===== config.mk =====
export PLATFORM = sky130hd
export DESIGN_NAME = wdt_reset_gen
export DESIGN_NICKNAME = d
export VERILOG_FILES = /design/src/rtl/wdt_reset_gen.sv
export SDC_FILE = /design/constraint.sdc
export NUM_CORES = 1
export LEC_CHECK = 0
export BUFFER_PORTS_ARGS = -buffer_cell sky130_fd_sc_hd__buf_2
export CAP_MARGIN = 40
export CORE_MARGIN = 4
export CORE_UTILIZATION = 47
export CTS_BUF_LIST = sky130_fd_sc_hd__clkbuf_4 sky130_fd_sc_hd__clkbuf_8 sky130_fd_sc_hd__clkbuf_16
export DETAILED_ROUTE_END_ITERATION = 6
export HOLD_SLACK_MARGIN = 0.12
export PLACE_DENSITY = 0.75
export SYNTH_ARGS = -nofsm -noshare
export SYNTH_HDL_FRONTEND = slang
export SYNTH_SLANG_ARGS = --single-unit

===== constraint.sdc =====
create_clock -name clk -period 1.7 [get_ports clk]
set_clock_uncertainty 0.05 [all_clocks]
set_input_delay 0.34 -clock clk [delete_from_list [all_inputs] [get_ports clk]]
set_output_delay 0.34 -clock clk [all_outputs]
set_load 0.02 [all_outputs]

===== src/rtl/wdt_reset_gen.sv =====
// wdt_reset_gen: turns watchdog bites and software reset requests into a
// stretched, ce-timed board reset pulse followed by a quiet hold-off window.
// A sticky reset-cause register lets software see why the board was reset.
// rst is the power-on reset only; reset_out must never feed back into it,
// otherwise the cause register would be wiped by the pulse it explains.
module wdt_reset_gen #(
  parameter logic [4:0] BASE_ADDR     = 5'h0,
  parameter logic [7:0] PULSE_TICKS   = 8'd20,
  parameter logic [7:0] HOLDOFF_TICKS = 8'd10,
  parameter logic [7:0] SRST_KEY      = 8'ha5
) (
  input  logic       clk,
  input  logic       rst,
  input  logic       ce,
  input  logic [4:0] csr_a,
  input  logic [7:0] csr_di,
  input  logic       csr_we,
  output logic [7:0] csr_do,
  input  logic [1:0] wdt_out_strobe,
  input  logic       force_recovery_mode,
  output logic       reset_out,
  output logic       recovery_out,
  output logic       busy
);

  typedef enum logic [1:0] {
    ST_IDLE    = 2'd0,
    ST_ASSERT  = 2'd1,
    ST_HOLDOFF = 2'd2
  } state_t;

  localparam logic [4:0] ADDR_CAUSE = BASE_ADDR;
  localparam logic [4:0] ADDR_SRST  = BASE_ADDR + 5'd1;
  localparam logic [4:0] ADDR_STAT  = BASE_ADDR + 5'd2;

  state_t     r_state, w_nextState;
  logic [7:0] r_cnt, w_nextCnt;
  logic       r_pending, w_nextPending;
  logic       r_recPend, w_nextRecPend;
  logic       r_rec, w_nextRec;
  logic [3:0] r_cause, w_nextCause;
  logic       r_resetOut, r_recoveryOut, r_busy;
  logic       w_nextResetOut, w_nextRecoveryOut, w_nextBusy;
  logic       w_reqW0, w_reqW1, w_reqSw, w_req;
  logic [3:0] w_causeClr, w_causeSet;

  assign w_reqW0 = wdt_out_strobe[0];
  assign w_reqW1 = wdt_out_strobe[1];
  assign w_reqSw = csr_we & (csr_a == ADDR_SRST) & (csr_di == SRST_KEY);
  assign w_req   = w_reqW0 | w_reqW1 | w_reqSw;

  assign reset_out    = r_resetOut;
  assign recovery_out = r_recoveryOut;
  assign busy         = r_busy;

  // State register plus the outputs, which are registered alongside the state
  always_ff @(posedge clk or posedge rst) begin
    if (rst) begin
      r_state       <= ST_IDLE;
      r_cnt         <= 8'd0;
      r_pending     <= 1'b0;
      r_recPend     <= 1'b0;
      r_rec         <= 1'b0;
      r_cause       <= 4'd0;
      r_resetOut    <= 1'b0;
      r_recoveryOut <= 1'b0;
      r_busy        <= 1'b0;
    end else begin
      r_state       <= w_nextState;
      r_cnt         <= w_nextCnt;
      r_pending     <= w_nextPending;
      r_recPend     <= w_nextRecPend;
      r_rec         <= w_nextRec;
      r_cause       <= w_nextCause;
      r_resetOut    <= w_nextResetOut;
      r_recoveryOut <= w_nextRecoveryOut;
      r_busy        <= w_nextBusy;
    end
  end

  // Next-state logic: pulse and hold-off counters step only on ce, and end at cnt==1
  always_comb begin
    w_nextState   = r_state;
    w_nextCnt     = r_cnt;
    w_nextPending = r_pending;
    w_nextRecPend = r_recPend;
    w_nextRec     = r_rec;
    case (r_state)
      ST_IDLE: begin
        if (w_req || r_pending) begin
          w_nextState   = ST_ASSERT;
          w_nextCnt     = PULSE_TICKS;
          w_nextPending = 1'b0;
          w_nextRecPend = 1'b0;
          w_nextRec     = force_recovery_mode | r_recPend;
        end
      end
      ST_ASSERT: begin
        if (ce) begin
          if (r_cnt == 8'd1) begin
            w_nextState = ST_HOLDOFF;
            w_nextCnt   = HOLDOFF_TICKS;
          end else begin
            w_nextCnt = r_cnt - 8'd1;
          end
        end
      end
      ST_HOLDOFF: begin
        if (ce) begin
          if (r_cnt == 8'd1) begin
            w_nextState = ST_IDLE;
            w_nextRec   = 1'b0;
          end else begin
            w_nextCnt = r_cnt - 8'd1;
          end
        end
        if (w_req) begin
          w_nextPending = 1'b1;
          if (force_recovery_mode) w_nextRecPend = 1'b1;
        end
      end
      default: begin
        w_nextState = ST_IDLE;
        w_nextCnt   = 8'd0;
        w_nextRec   = 1'b0;
      end
    endcase
  end

  // Output decode from the next state so the registered outputs line up with it
  always_comb begin
    w_nextResetOut    = (w_nextState == ST_ASSERT);
    w_nextBusy        = (w_nextState != ST_IDLE);
    w_nextRecoveryOut = (w_nextState != ST_IDLE) & w_nextRec;
  end

  // Sticky cause bits: write-1-to-clear, a same-cycle set beats the clear
  always_comb begin
    w_causeClr  = (csr_we && (csr_a == ADDR_CAUSE)) ? csr_di[3:0] : 4'd0;
    w_causeSet  = {w_req & force_recovery_mode, w_reqSw, w_reqW1, w_reqW0};
    w_nextCause = (r_cause & ~w_causeClr) | w_causeSet;
  end

  // Combinational CSR read mux; the soft-reset register is write-only
  always_comb begin
    csr_do = 8'd0;
    if (csr_a == ADDR_CAUSE) begin
      csr_do = {4'd0, r_cause};
    end else if (csr_a == ADDR_STAT) begin
      csr_do = {r_busy, r_pending, 4'd0, r_state};
    end
  end

endmodule


# --- Yosys cells after proc, flatten, opt, wreduce, memory -nomap -nowiden ---
# Index checks and enable logic that the tools add are counted.
op_classes:
  n_reduce_logical: 9
  n_eq_ne: 13
  addsub: 1
  mux: 25
  bitwise_logic: 10
ops:
  columns: ["cell", "n"]
  rows:
  - ["$mux W8", 7]
  - ["$pmux W8 S3", 1]
  - ["$ne A2 B2 Y1 const B", 6]
  - ["$mux W2", 5]
  - ["$eq A8 B1 Y1 const B", 1]
  - ["$eq A8 B8 Y1 const B", 1]
  - ["$reduce_and A4 Y1", 2]
  - ["$sub A8 B1 Y8 const B", 1]
  - ["$mux W1", 7]
  - ["$pmux W2 S3", 1]
  - ["$eq A5 B1 Y1 const B", 1]
  - ["$eq A5 B2 Y1 const B", 1]
  - ["$logic_not A5 Y1", 1]
  - ["$and A1 B1 Y1", 4]
  - ["$and A4 B4 Y4", 1]
  - ["$eq A2 B1 Y1 const B", 2]
  - ["$mux W4", 1]
  - ["$not A4 Y4", 1]
  - ["$or A4 B4 Y4", 1]
  - ["$pmux W1 S2", 2]
  - ["$reduce_bool A2 Y1", 2]
  - ["$or A1 B1 Y1", 3]
  - ["$pmux W1 S3", 1]
  - ["$reduce_and A3 Y1", 1]
  - ["4 further kinds", 4]
totals:
  regBits: 20
  out_inout_bits: 11

# --- Longest topological paths before layout ---
logic_depth:
  ltp_word: 9
  ltp_mapped: 8
  depth_no_buf: 7

# --- Worst setup path before layout ---
# Ideal clock, no wire load.
synth_timing:
  kind: "register to register"
  startpoint: "reg r_cnt[1]"
  endpoint: "reg r_cnt[3]"
  path_buffers: 0
  path_slack_ps: -147
  setup_time_ps: 125
  period_less_slack_ps: 1847
  t_arrival_ps: 1672
  path_stages_with_launch: 8
  cell_sequence: "dfrtp_1 > inv_1 > ha_1 > nor3b_1 > nand2_2 > a31oi_4 > nor2b_4 > mux2_4"
synth_between:
  elab_chain_len: 4
  elab_cells_between_ends: 9
  cone_classes: "add/sub: 1; eq/ne: 2; mux: 5; reduce/logical: 1"
synth_rtl:
  columns: ["element", "line_no", "rtl"]
  rows:
  - ["start: declaration", "37", "logic [7:0] r_cnt, w_nextCnt;"]
  - ["start signal: assignment", "70", "r_cnt <= w_nextCnt;"]
  - ["$sub A8 B1 Y8 / $eq A8 B1 Y1 (equally long branches)", null, null]
  - ["$mux W8 (on tied branches)", "110, 100", null]
  - ["$mux W8 (on tied branches)", "109, 99", null]
  - ["$pmux W8 S3", "88", "case (r_state)"]
# Several ways; a longest one is shown, not always the timed one. The select of a mux whose other input is x is not followed.
# A chain may end at the register's enable or synchronous reset.

# --- Worst setup path after layout ---
# Ends and elaborated chain as after synthesis.

==> flow_summary.json <==
{
  "grt_first_pass_wirelength_um": 5650,
  "grt_overflow": 0,
  "post_drt_wl_per_cell_um": 16.1,
  "fillers": 167,
  "cts.sinks": 20,
  "dp.cells": 213,
  "cts-buffers-inserted": 3,
  "drc": 0,
  "vdd_drop_max_uv": 824,
  "critPathRequiredTime_ns": 1.85,
  "clock_latency_ns": 0.31,
  "cp-start-kind": "flop",
  "layout_common_cells": "buf_4, nand2_1, buf_2",
  "mostFrequentLayoutCell": "buf_4",
  "maxCapViolCount": 0,
  "layout_setup_ws_ns": -0.0925,
  "placed_area_um2": 1590,
  "fin_crit_sh_pct": 105,
  "synth_edf_count": 0,
  "place.gp.congestion": 0.890,
  "vias_per_cell": 5.54,
  "synthCells": 134,
  "grt_max_degree": 21,
  "seq_area_um2": 500,
  "rsz0062_at_grt": "yes",
  "path_class": "flop to flop",
  "firstDrtPassIters": 4,
  "htreeDepth": 1,
  "fin_crit_ns": 1.79,
  "dieWidth_um": 59.3,
  "finalHoldWorstSlack_ns": 0.203,
  "ant_nets": 0,
  "hp-class": "input pin to flop",
  "drive_gt1_share_pct": 47.4,
  "nNetsFinal": 217,
  "yosysUniqueCellTypes": 49,
  "violations": "setup timing",
  "met1_length_um": 1460,
  "crit_fanout": 5,
  "ff2ff_path_depth": 7,
  "vias": 1241,
  "numPortBuffers": 28,
  "drt_iter0_drc": 46,
  "synth_top_family_by_area": "simple AND/OR/NAND/NOR gates",
  "crit_path_end_kind": "flop",
  "ys.flop_type": "dfrtp_1",
  "fin_area_um2": 1870,
  "regToRegEndpoint": "r_cnt[3]",
  "wl_met3_um": 158,
  "leakage_uw": 0.000872,
  "r2r_slack_ns": -0.09,
  "grt_pass1_vias": 1297,
  "slew_violations": 0,
  "fmax_ghz": 0.558,
  "hold_path_startpoint": "wdt_out_strobe[1]",
  "ctsRootBufferMaster": "clkbuf_4",
  "dp_hpwl_um": 2550,
  "muxShareOfSynthArea_pct": 3.64,
  "netlist_area_um2": 1240,
  "dieArea_um2": 3520,
  "synth-xor-area-share_pct": 0.707,
  "synth_fa_ha_area_share_pct": 2.02,
  "rows": 18,
  "hold_violations": 0,
  "die_h_um": 59.3,
  "grt_usage_pct": 21.2,
  "synth-compound-area-share_pct": 18.9,
  "clk_pin_slew_ns": 0.11,
  "timing.rr.start": "r_cnt[1]",
  "core_um2": 2500,
  "seq_area_frac_synth_pct": 40.4,
  "min_delay_path_depth": 2,
  "area_growth_pct": 51.1,
  "yosys.area.top_type_share_pct": 40.4,
  "dr_wl_met2_um": 1910,
  "arrival_ns": 1.94,
  "cts_tree": "done",
  "setup_viol": 8,
  "utilization_pct": 74.9,
  "multi_input_area_um2": 823,
  "io_pins": 31,
  "num_antenna_cells": 0,
  "start_util_pct": 49.5,
  "clockBufferDepth": 2,
  "antenna_found_initial": 0,
  "hold_end": "r_cause[1]",
  "avgSynthCellArea_um2": 9.24,
  "yosys.area.top_type": "dfrtp_1",
  "ys_top_cells_by_area": "dfrtp_1, nand2_1, nor2_1",
  "wirelength_um": 3600,
  "status": "finished with violations",
  "p_per_area_nw_per_um2": 835,
  "synth-simple-area-share_pct": 30.1,
  "routed.top_layer": "met4",
  "async_reset_ff_share_pct": 100,
  "ys_ff_latch": 20,
  "yosys_warnings": 0,
  "finalSetupTns_ns": -0.470,
  "final-instance-count-excl-fill": 224
}
layer usage:
metal / global-route usage, % / vias to the layer above
met1: 23.8 / 603
met5: 0 / -
met4: 6.47 / 0
li1: - / 595
met3: 4.79 / 8
met2: 39.2 / 35
final cells by class:
class | count | area share, %
multi-input cells | 105 | 44.0
clock inverters | 1 | 1.60
clock buffers | 3 | 1.20
flip-flops and latches | 20 | 26.7
well taps | 30 | 2.01
repair buffers | 61 | 23.7
inverters | 4 | 0.802
flip-flops by register name, summed over array words and instances, names as in the netlist:
name / count
busy: 1
r_cause: 4
r_cnt: 8
r_pending: 1
r_rec: 1
r_recPend: 1
r_state: 2
recovery_out: 1
reset_out: 1
power breakdown:
group / total (uW) / internal (uW) / switching [uW]
logic: 550 / 297 / 252
clock network: 394 / 239 / 156
registers: 620 / 541 / 78.3
total: 1560 / 1080 / 486
cell families after synthesis:
group           count (synthesis)
simple gates                   67
fa+ha+maj                       2
xor+xnor                        1
buf+inv                        10
compound gates                 29
mux                             4
flops                          20
other cells                     1
Yosys cell counts (3+ instances only):
cell type / count
nand2_1: 22
dfrtp_1: 20
nor2_1: 11
nor3_1: 8
inv_1: 4
o21ai_0: 4
a21o_1: 3
a21oi_1: 3
and2_1: 3
buf_2: 3
mux2i_1: 3
worst max path at each step:
stage	startpoint	to	slack, ns	depth (start not counted)
after global routing	r_cnt[1]	r_cnt[3]	-0.16	7
after global placement	csr_a[0]	csr_do[1]	-0.07	5
after detailed placement	csr_a[0]	csr_do[2]	-0.17	5
after floorplan	r_cnt[1]	r_cnt[3]	-0.04	7
final	r_cnt[1]	r_cnt[3]	-0.09	7
after CTS	r_cnt[1]	r_cnt[3]	-0.08	7
what timing repair did:
action,CTS,global route
setup buffers,4,2
hold buffers,1,0
pin swaps,10,6
endpoints found under the setup margin,9,16
hold endpoints to repair,20,0
resized for setup,29,12
stage by stage:
| stage | worst slack, ns | total power (uW) |
|---|---|---|
| detailed placement | -0.170 | 1060 |
| global route | -0.164 | 1630 |
| global placement | -0.0746 | 1030 |
| CTS | -0.0799 | 1510 |
| floorplan | -0.0428 | 841 |
| finish | -0.0925 | 1560 |
worst max-delay path, stage by stage, from the launching register on:
cell and delay (ns):
dfrtp_1 0.40, inv_2 0.09, ha_4 0.14, nor3b_4 0.22
nand2_4 0.12, a31oi_4 0.17, nor2b_4 0.20, mux2_4 0.30
Note: power is estimated with default switching activity, not from simulation.
